$ cat src/rtl/uart_tx_arbiter_if.sv
// Requester-side bundle of the shared UART transmitter: byte requests in, grant/status/serial line out.
interface uart_tx_arbiter_if;
    logic [3:0]  req;
    logic [31:0] reqData;
    logic [3:0]  grant;
    logic [1:0]  owner;
    logic        busy;
    logic        portTX;

    modport master (
        output req, reqData,
        input  grant, owner, busy, portTX
    );

    modport slave (
        input  req, reqData,
        output grant, owner, busy, portTX
    );
endinterface

$ cat src/rtl/uart_tx_arbiter.sv
// Round-robin arbiter over four byte requesters feeding one 8N1 serial transmitter.
// Grant on the same edge req is seen while idle; requesters hold req until granted, ignored while busy.
module uart_tx_arbiter #(
    parameter int BAUD_RATE = 9650
) (
    input  logic             clk50Mhz,
    input  logic             reset,
    uart_tx_arbiter_if.slave bus
);
    localparam int          CLKS_PER_BIT = 50000000 / BAUD_RATE;
    localparam logic [15:0] C_LAST       = 16'(CLKS_PER_BIT - 1);

    typedef enum logic [1:0] {IDLE, START, DATA, STOP} state_t;

    state_t      r_state;
    logic [15:0] r_timer;
    logic [2:0]  r_bit;
    logic [7:0]  r_shift;
    logic [1:0]  r_owner;
    logic [3:0]  r_grant;
    logic        r_busy;
    logic        r_tx;

    logic        w_found;
    logic [1:0]  w_win;
    logic        w_cell_end;

    // Scan downward so the requester right after the last winner is written last and wins.
    always_comb begin
        w_found = 1'b0;
        w_win   = r_owner;
        for (int k = 4; k >= 1; k--) begin
            if (bus.req[r_owner + 2'(k)]) begin
                w_found = 1'b1;
                w_win   = r_owner + 2'(k);
            end
        end
    end

    assign w_cell_end = (r_timer == C_LAST);

    always_ff @(posedge clk50Mhz) begin
        if (!reset) begin
            r_state <= IDLE;
            r_tx    <= 1'b1;
            r_grant <= 4'b0000;
            r_busy  <= 1'b0;
            r_owner <= 2'd3;
            r_timer <= 16'd0;
            r_bit   <= 3'd0;
            r_shift <= 8'h00;
        end else begin
            r_grant <= 4'b0000;
            case (r_state)
                IDLE: begin
                    r_tx <= 1'b1;
                    if (w_found) begin
                        r_grant <= 4'b0001 << w_win;
                        r_shift <= bus.reqData[{w_win, 3'b000} +: 8];
                        r_owner <= w_win;
                        r_busy  <= 1'b1;
                        r_tx    <= 1'b0;
                        r_timer <= 16'd0;
                        r_state <= START;
                    end
                end
                START: begin
                    if (w_cell_end) begin
                        r_timer <= 16'd0;
                        r_bit   <= 3'd0;
                        r_tx    <= r_shift[0];
                        r_state <= DATA;
                    end else begin
                        r_timer <= r_timer + 16'd1;
                    end
                end
                DATA: begin
                    if (w_cell_end) begin
                        r_timer <= 16'd0;
                        if (r_bit == 3'd7) begin
                            r_tx    <= 1'b1;
                            r_state <= STOP;
                        end else begin
                            r_bit <= r_bit + 3'd1;
                            r_tx  <= r_shift[r_bit + 3'd1];
                        end
                    end else begin
                        r_timer <= r_timer + 16'd1;
                    end
                end
                STOP: begin
                    if (w_cell_end) begin
                        r_timer <= 16'd0;
                        r_busy  <= 1'b0;
                        r_state <= IDLE;
                    end else begin
                        r_timer <= r_timer + 16'd1;
                    end
                end
                default: r_state <= IDLE;
            endcase
        end
    end

    assign bus.grant  = r_grant;
    assign bus.owner  = r_owner;
    assign bus.busy   = r_busy;
    assign bus.portTX = r_tx;
endmodule

$ cat src/flat_wrapper.sv
// flat-port wrapper written by rule: the top's interface ports become plain ports
module uart_tx_arbiter_flat 
#(
    parameter int BAUD_RATE = 9650
)
  (clk50Mhz, reset, bus_req, bus_reqData, bus_grant, bus_owner, bus_busy, bus_portTX);
  uart_tx_arbiter_if bus_i ();
  input  logic clk50Mhz;
  input  logic reset;
  input wire logic [$bits(bus_i.req)-1:0] bus_req;
  input wire logic [$bits(bus_i.reqData)-1:0] bus_reqData;
  output wire logic [$bits(bus_i.grant)-1:0] bus_grant;
  output wire logic [$bits(bus_i.owner)-1:0] bus_owner;
  output wire logic [$bits(bus_i.busy)-1:0] bus_busy;
  output wire logic [$bits(bus_i.portTX)-1:0] bus_portTX;
  assign bus_i.req = bus_req;
  assign bus_i.reqData = bus_reqData;
  assign bus_grant = bus_i.grant;
  assign bus_owner = bus_i.owner;
  assign bus_busy = bus_i.busy;
  assign bus_portTX = bus_i.portTX;
  uart_tx_arbiter #(.BAUD_RATE(BAUD_RATE)) u_core (.clk50Mhz(clk50Mhz), .reset(reset), .bus(bus_i));
endmodule
$ cat config.mk
export PLATFORM = sky130hd
export DESIGN_NAME = uart_tx_arbiter_flat
export DESIGN_NICKNAME = d
export VERILOG_FILES = /design/src/rtl/uart_tx_arbiter_if.sv /design/src/rtl/uart_tx_arbiter.sv /design/src/flat_wrapper.sv
export SDC_FILE = /design/constraint.sdc
export NUM_CORES = 1
export LEC_CHECK = 0
export CORE_MARGIN = 1.5
export CORE_UTILIZATION = 50
export DETAILED_ROUTE_END_ITERATION = 8
export GPL_ROUTABILITY_DRIVEN = 0
export MAX_ROUTING_LAYER = met4
export PLACE_DENSITY = 0.8
export SLEW_MARGIN = 20
export SYNTH_ARGS = -nofsm -noshare
export SYNTH_HDL_FRONTEND = slang
export SYNTH_SLANG_ARGS = --single-unit
$ cat constraint.sdc
create_clock -name clk50Mhz -period 2.1 [get_ports clk50Mhz]
set_clock_uncertainty 0.1 [all_clocks]
set_input_delay 0.21 -clock clk50Mhz [delete_from_list [all_inputs] [get_ports clk50Mhz]]
set_output_delay 0.21 -clock clk50Mhz [all_outputs]
set_load 0.1 [all_outputs]
Word level (Yosys, flattened, before mapping)

Index checks and enable logic that the tools add are counted.

Bits of input ports: 38
Memory bits (writable): 0
Logic and storage cells: 80
Register bits after elaboration: 37
Bits in read-only memories: 0
Memories: 0
Bits in latches: 0
Output and inout port bits: 8

Bitwise operators: 0
Multiplexer cells: 38
Order comparisons: 5
Multiply operators: 0
Shifts and indexed selects: 2
Reductions and logical operators: 11
Divide/modulo/power cells: 0
Eq/ne operators: 11
$add $sub $neg: 5

Operators with widths:

| operator              | count |
|---|---|
| $mux 16               | 2 |
| $pmux 16 s2           | 1 |
| $shiftx 32x6->8       | 1 |
| $add 16x1->16 const B | 1 |
| $eq 16x13->1 const B  | 1 |
| $mux 2                | 8 |
| $mux 1                | 15 |
| $lt 2x3->1 const B    | 4 |
| $ne 2x1->1 const B    | 5 |
| $mux 3                | 3 |
| $reduce_and 3->1      | 3 |
| $bmux 1 s2            | 4 |
| $pmux 2 s4            | 1 |
| $pmux 3 s2            | 1 |
| $reduce_and 5->1      | 1 |
| $add 2x2->2 const B   | 2 |
| $eq 2x2->1 const B    | 2 |
| $lt 3x4->1 const B    | 1 |
| $reduce_and 4->1      | 1 |
| $reduce_bool 2->1     | 2 |
| $shl 1x2->4 const A   | 1 |
| $add 3x1->3 const B   | 1 |
| $bmux 1 s3            | 1 |
| $eq 3x3->1 const B    | 1 |
| other kinds (9)       | 9 |

Longest topological paths before layout

Gate-level depths: netlist (run 1).

Depth in word-level cells: 8
Depth in mapped cells: 9
Depth with buffers taken out: 7

Worst setup path before layout (run 1)

Ideal clock, no wire load.

Kind: reg2reg
From: register u_core.r_owner[1], in the netlist u_core.bus.owner[1]
To: register u_core.r_shift[2]
Library setup time: 0.131 ns
Slack: -0.562 ns
Data required time: 1.869 ns
Arrival time: 2.431 ns
Stages on the path, launching flop included: 10
Buffers on the path: 4
Period minus slack after synthesis: 2.662 ns
Path through: dfxtp_1 buf_2 mux2i_1 or2_1 buf_2 and3_1 buf_2 buf_4 mux2i_1 o211ai_1

Longest elaborated chain between the ends: 7
Elaborated cells between the ends (all ways): 20
Classes of those cells: add/sub: 3; shift: 1; mux: 15; reduce/logical: 1

RTL lines:

| element                                                    | line                                         | text |
|---|---|---|
| start, declared                                            | uart_tx_arbiter.sv:19                        | `logic [1:0] r_owner;` |
| start signal, assigned                                     | uart_tx_arbiter.sv:60                        | `r_owner <= w_win;` |
| $add 2x2->2 / $bmux 1 s2 (equally long branches)           | uart_tx_arbiter.sv:33, uart_tx_arbiter.sv:35 |  |
| $bmux 1 s2 / $mux 1 (equally long branches)                | uart_tx_arbiter.sv:33                        | `if (bus.req[r_owner + 2'(k)]) begin` |
| $mux 1 (not written as such)                               | uart_tx_arbiter.sv:33                        |  |
| $mux 2 / $mux 1 (equally long branches) (3 in series)      | uart_tx_arbiter.sv:33                        |  |
| $shiftx 32x6->8 / $reduce_and 2->1 (equally long branches) | n/a                                          |  |
| end signal, assigned                                       | uart_tx_arbiter.sv:59                        | `r_shift <= bus.reqData[{w_win, 3'b000} +: 8];` |
| end, declared                                              | uart_tx_arbiter.sv:18                        | `logic [7:0] r_shift;` |

Several ways; a longest one is shown, not always the timed one. The select of a mux whose other input is x is not followed.
A chain may end at the register's enable or synchronous reset.

Worst setup path after layout (run 1)

From: register u_core.r_state[0]
To: register u_core.r_timer[13]

Longest elaborated chain between the ends: 3
Elaborated cells between the ends (all ways): 7
Classes of those cells: eq/ne: 4; mux: 1; reduce/logical: 2

RTL lines:

| element                                         | line                  | text |
|---|---|---|
| start, declared                                 | uart_tx_arbiter.sv:15 | `state_t r_state;` |
| start signal, assigned                          | uart_tx_arbiter.sv:44 | `r_state <= IDLE;` |
| start signal, assigned                          | uart_tx_arbiter.sv:64 | `r_state <= START;` |
| start signal, assigned                          | uart_tx_arbiter.sv:72 | `r_state <= DATA;` |
| $eq 2x1->1 / $eq 2x2->1 (equally long branches) | uart_tx_arbiter.sv:54 | `case (r_state)` |
| $reduce_or 3->1 (no line)                       | n/a                   |  |
| $pmux 16 s2                                     | uart_tx_arbiter.sv:54 |  |
| end signal, assigned                            | uart_tx_arbiter.sv:74 | `r_timer <= r_timer + 16'd1;` |
| end signal, assigned                            | uart_tx_arbiter.sv:88 | `r_timer <= r_timer + 16'd1;` |
| end signal, assigned                            | uart_tx_arbiter.sv:97 | `r_timer <= r_timer + 16'd1;` |
| end, declared                                   | uart_tx_arbiter.sv:16 | `logic [15:0] r_timer;` |

Several ways; a longest one is shown, not always the timed one.

==> impl_metrics.json, run 1 <==
{
  "outcome": "complete, no violations",
  "powerDensity_mw_per_mm2": 1040,
  "clock.fmax_mhz": 494,
  "n_fill_cell": 332,
  "cpPeakStageDelay_ps": 410,
  "diodes": 0,
  "leakagePower_nw": 1.28,
  "antenna_found_initial": 0,
  "syn_avg_cell_area_um2": 8.07,
  "min_period_ps": 2030,
  "cpMaxStageDelayCell": "or3b_4",
  "route.detailed.drc": 0,
  "yosys_most_used_dff": "dfxtp_1",
  "cts_setup_buffers": 0,
  "die_area_mm2": 0.00496,
  "startpoint_type": "flop",
  "route.antenna.remaining_nets": 0,
  "period_share_pct": 96.5,
  "setup_tns_ps": 0,
  "synth_fp_nets": 329,
  "synth_cell_types": 56,
  "setup_viol": 0,
  "worstMarginPinSlew_ps": 575,
  "cts-root-buf": "clkbuf_8",
  "netlist_area_mm2": 0.00227,
  "wl_mm": 6.09,
  "synthTopCellsByArea": "dfxtp_1 (33%), nand2_1 (5.4%), ha_1 (5.0%)",
  "top_layer": "met4",
  "placed_cell_area_mm2": 0.00303,
  "row_count": 24,
  "vdd_drop_max_mv": 0.719,
  "postCtsHoldBufs": 0,
  "synthArstFlopShare_pct": 0,
  "synth_edf_count": 0,
  "io_pins": 46,
  "grt_pass1_vias": 2229,
  "syn_inst": 282,
  "grt_start_max_net_pins": 17,
  "ys_seq_area_share_pct": 32.6,
  "dp_cells": 408,
  "first_iter_violations": 164,
  "cp.arrival_ps": 2150,
  "hold_violations": 0,
  "cts_buffer_depth": 2,
  "post_cts_resized": 1,
  "wl_per_cell_um": 14.6,
  "wl_met3_um": 429,
  "post-synth-top-area-cell": "dfxtp_1",
  "final_cell_mix": "buf_4 (47), clkdlybuf4s50_1 (37), nand2_1 (33)",
  "areaGrowthSynthToFinish_pct": 38.9,
  "combPwrFrac_pct": 54.1,
  "die_x_um": 70.5,
  "clock_power_share_pct": 15.6,
  "relSlewSlack_pct": 61.6,
  "final_cell_area_mm2": 0.00316,
  "worstHoldPathCells": 2,
  "internal-power_mw": 1.86,
  "maxCapViolCount": 0,
  "cts_inserted_buffers": 5,
  "hold_path_class": "reg -> reg",
  "clock_sinks": 37,
  "nets": 410,
  "critical_path.cell_chain": "inv_1 -> ha_2 -> and2_2 -> or3b_4 -> or4_1 -> a31oi_1",
  "power_frac_seq_pct": 30.3,
  "synth-seq-cells": 37,
  "port-buffer-count": 45,
  "yosysTopAreaCellShare_pct": 32.6,
  "worst_ep_required_time_ps": 2220,
  "worst_slack_ps": 74.4,
  "reg2regPathDepth": 6,
  "yosys_warnings": 0,
  "firstDrtPassIters": 4,
  "stdcell_count": 416,
  "cts_tree": "yes",
  "dr_total_vias": 2415,
  "grt_overflow": 0,
  "via_per_inst": 5.81,
  "hpwlAfterDp_mm": 4.58,
  "initial_core_util_pct": 52.2,
  "regArea_um2": 751,
  "htree_levels": 2,
  "end_kind": "flop",
  "total_power_mw": 3.29,
  "place_ws_ps": -143,
  "wl_met1_mm": 2.75,
  "clkLatencyLatePin_ps": 290,
  "grt_pass1_wl_mm": 10.3,
  "worst-path-max-fanout": 7,
  "core_mm2": 0.00435,
  "final_common_cell": "buf_4",
  "p_switching_mw": 1.43,
  "drv_slew": 0,
  "grtUsageTotal_pct": 26.3,
  "layout-drive-gt1-share_pct": 22.8,
  "crit_type": "reg -> reg",
  "clk_pin_slew_ps": 70,
  "switching_share_pct": 43.5,
  "multiInputGateArea_mm2": 0.00145,
  "die_h_um": 70.5,
  "wl_met2_mm": 2.79
}
per-layer routing:
metal  track usage [%]  up-vias
li1                  -     1208
met1              36.3     1089
met2              39.9      104
met3              4.33       14
met4              7.05        0
met5                 -        -
layout make-up:
cell class                      count  area share, %
Sequential cell                    37           23.8
Timing Repair Buffer               85           23.5
Tap cell                           52           2.06
Clock buffer                        8           2.85
Inverter                           16           1.90
Multi-Input combinational cell    218           45.9
per-stage QoR:
step	util, %	hold WS [ps]
after floorplan	-	257
after global placement	69.5	344
after detailed placement	69.5	351
after CTS	71.6	363
after global routing	72.6	390
final	72.6	368
synthesized netlist by cell type, types with 4 or more instances:
cell      number
a21oi_1       20
a31oi_1       10
and3_1         6
buf_2          4
clkbuf_1       4
dfxtp_1       37
ha_1           9
inv_1         15
mux2i_1       10
nand2_1       33
nand2b_1       6
nand3_1       11
nand4_1        4
nor2_1        12
nor3_1        13
o211ai_1      11
o21ai_0       17
or4_1          6
logic make-up after synthesis:
| group | count (synthesis) | share of synthesized area, % |
|---|---|---|
| AOI/OAI and AO/OA | 72 | 19.7 |
| xor gates and xnor gates | 3 | 1.16 |
| buffers and inverters | 27 | 5.39 |
| adders and majority gates | 9 | 4.95 |
| muxes | 12 | 5.39 |
| and+or+nand+nor | 122 | 30.8 |
| DFF | 37 | 32.6 |
sequential cells by signal, indices dropped and copies added, names as in the netlist:
name,cells
u_core.r_bit,3
u_core.r_shift,8
u_core.r_state,2
u_core.bus.grant,4
u_core.r_timer,16
u_core.bus.portTX,1
u_core.bus.busy,1
u_core.bus.owner,2
critical path: cells and delay by family (launching register included):
kind,cells,cell delay [ps]
adder cells (fa/ha/maj),1,230
buffers and inverters,1,60
AND/OR/NAND/NOR,3,1030
AO/OA/AOI/OAI,1,170
flip-flops,1,360
worst paths after layout:
kind              slack [ps]                 end         startpoint
hold reg to reg          370   u_core.bus.portTX  u_core.bus.portTX
setup reg to reg          70  u_core.r_timer[13]  u_core.r_state[0]
hold / removal           370   u_core.bus.portTX  u_core.bus.portTX
setup / recovery          70  u_core.r_timer[13]  u_core.r_state[0]
power groups by stage:
stage | Sequential [mW] | Clock, mW | Combinational [mW]
final | 0.998 | 0.514 | 1.78
after global routing | 1.02 | 0.547 | 1.93
after CTS | 0.990 | 0.519 | 1.73
after detailed placement | 1.00 | 0 | 1.72
after global placement | 0.997 | 0 | 1.68
after floorplan | 1.36 | 0 | 0.787
Power figures use the tool's default switching activity.
==> run 2, diff against run 1 <==
- clock period: 2.1 -> 2 ns (I/O delays scaled with it)
==> run 2 against run 1 <==
Effect of this change: the flow now finishes with violations (setup timing); register-to-register slack got worse by 130 ps; sequential share of layout area is 1.3 points lower; die area is the same; via count up 6.4%; power is 12% higher; combinational power is 15% higher; largest cell class unchanged.
==> impl_metrics.json, run 2 (same netlist as run 1, synthesis figures left out) <==
{
  "largest_reg_flops": 16,
  "cts-root-buf": "clkbuf_8",
  "route.antenna.remaining_nets": 0,
  "period_share_pct": 103,
  "min_period_ps": 2050,
  "route.detailed.drc": 0,
  "n_fill_cell": 287,
  "wl_per_cell_um": 16.9,
  "cpMaxStageDelayCell": "or4_4",
  "dr_total_vias": 2570,
  "hold_violations": 0,
  "cp.arrival_ps": 2170,
  "p_switching_mw": 1.62,
  "clk_pin_slew_ps": 80,
  "grt_busiest_layer": "met2",
  "crit_type": "reg -> reg",
  "combPwrFrac_pct": 55.1,
  "final_common_cell": "buf_4",
  "startpoint_type": "flop",
  "setup_viol": 2,
  "worstMarginPinSlew_ps": 525,
  "leakagePower_nw": 1.37,
  "path_buf_inv": 1,
  "grt_pass1_wl_mm": 10.9,
  "worst-path-max-fanout": 4,
  "io_pins": 46,
  "cts_inserted_buffers": 5,
  "initial_core_util_pct": 52.2,
  "rsz0062_at_grt": "yes",
  "clock.fmax_mhz": 487,
  "vdd_drop_max_mv": 0.854,
  "antenna_found_initial": 0,
  "worst_slack_ps": -52.5,
  "layout-drive-gt1-share_pct": 29.2,
  "row_count": 24,
  "grt_pass1_vias": 2466,
  "via_per_inst": 5.99,
  "multiInputGateArea_mm2": 0.00152,
  "grt_overflow": 0,
  "nets": 423,
  "clkLatencyLatePin_ps": 300,
  "drv_slew": 0,
  "cpPeakStageDelay_ps": 420,
  "switching_share_pct": 43.9,
  "dp_cells": 413,
  "regArea_um2": 754,
  "wl_mm": 7.26,
  "postCtsHoldBufs": 0,
  "hpwlAfterDp_mm": 4.75,
  "first_iter_violations": 185,
  "outcome": "complete, but fails checks",
  "end_kind": "flop",
  "globalRouteMet1Util_pct": 35.2,
  "final_cell_mix": "buf_4 (56), clkdlybuf4s50_1 (37), nand2_1 (32), dfxtp_1 (32), a21oi_1 (18)",
  "violations": "setup timing",
  "die_x_um": 70.5,
  "port-buffer-count": 45,
  "grtUsageTotal_pct": 28.0,
  "clock_sinks": 37,
  "internal-power_mw": 2.08,
  "htree_levels": 2,
  "maxCapViolCount": 0,
  "met3_usage_pct": 6.49,
  "core_mm2": 0.00435,
  "regMostFlops": "u_core.r_timer",
  "diodes": 0,
  "cts_buffer_depth": 2,
  "grt_start_max_net_pins": 17,
  "stdcell_count": 429,
  "areaGrowthSynthToFinish_pct": 47.8,
  "power_frac_seq_pct": 28.9,
  "die_h_um": 70.5,
  "hold_path_class": "reg -> reg",
  "critical_path.cell_chain": "buf_6 -> and4_4 -> nand4_4 -> or3b_4 -> or4_4 -> a31oi_1",
  "worst_ep_required_time_ps": 2120,
  "firstDrtPassIters": 4,
  "relSlewSlack_pct": 64.9,
  "place_ws_ps": -190,
  "worst_path_dominant_cell_family": "simple AND/OR/NAND/NOR gates",
  "gr-usage-met2_pct": 43.8,
  "die_area_mm2": 0.00496,
  "clock_power_share_pct": 16.0,
  "cts_tree": "yes",
  "powerDensity_mw_per_mm2": 1100
}
==> run 2: changes by cell type in the layout (fill, tap and decap cells not counted), sizes merged <==
cell    previous run  this run
buf               48        61
clkbuf             8         7
clkinv             1         2
==> run 2: what timing repair did <==
item                       CTS  global route
pin swaps                    3             6
setup buffers                3             5
gates resized for setup      9            25
setup endpoints to repair    3            18
==> run 2: power groups by stage <==
stage	Clock (mW)	Combinational (mW)	Sequential, mW
CTS	0.586	1.88	1.05
global route	0.620	2.18	1.09
floorplan	0	0.855	1.43
detailed placement	0	1.85	1.05
global placement	0	1.82	1.05
finish	0.590	2.04	1.07
==> run 2: metrics by stage <==
step	power [mW]	setup TNS [ps]	hold WS (ps)	utilization, %	instance area, um2
finish	3.70	-76.4	369	77.2	3360
global route	3.89	-566	386	77.2	3360
CTS	3.51	-3.36	362	74.1	3230
detailed placement	2.91	-2240	352	70.6	3080
global placement	2.86	-1350	342	70.6	3080
floorplan	2.28	-24.9	247	-	2300
==> run 2: path summary, 6_finish.rpt <==
kind                            cells after the start                  to               from  slack, ps
worst max-delay path                                6  u_core.r_timer[13]  u_core.r_timer[1]        -50
worst min-delay path                                2     u_core.r_bit[1]    u_core.r_bit[1]        370
worst max register to register                      6  u_core.r_timer[13]  u_core.r_timer[1]        -50
worst min register to register                      2     u_core.r_bit[1]    u_core.r_bit[1]        370
==> run 2: tightest hold or removal path: cells and delay by family (launching register included) <==
family | cells | cell delay [ps]
AO/OA/AOI/OAI | 1 | 50
AND/OR/NAND/NOR | 1 | 50
flip-flops | 1 | 320
==> run 2: final cells by class <==
cell class	count	share of cell area, %
Clock buffer	7	2.87
Clock inverter	1	0.149
Inverter	16	1.79
Multi-Input combinational cell	218	45.1
Sequential cell	37	22.4
Tap cell	52	1.94
Timing Repair Buffer	98	25.7
==> run 2: routing by layer <==
layer | vias to the layer above | wire, um | part of all wire [%]
li1 | 1229 | - | -
met1 | 1171 | 2980 | 41
met2 | 136 | 3460 | 48
met3 | 34 | 510 | 7.0
met4 | 0 | 309 | 4.3
met5 | - | 0 | 0
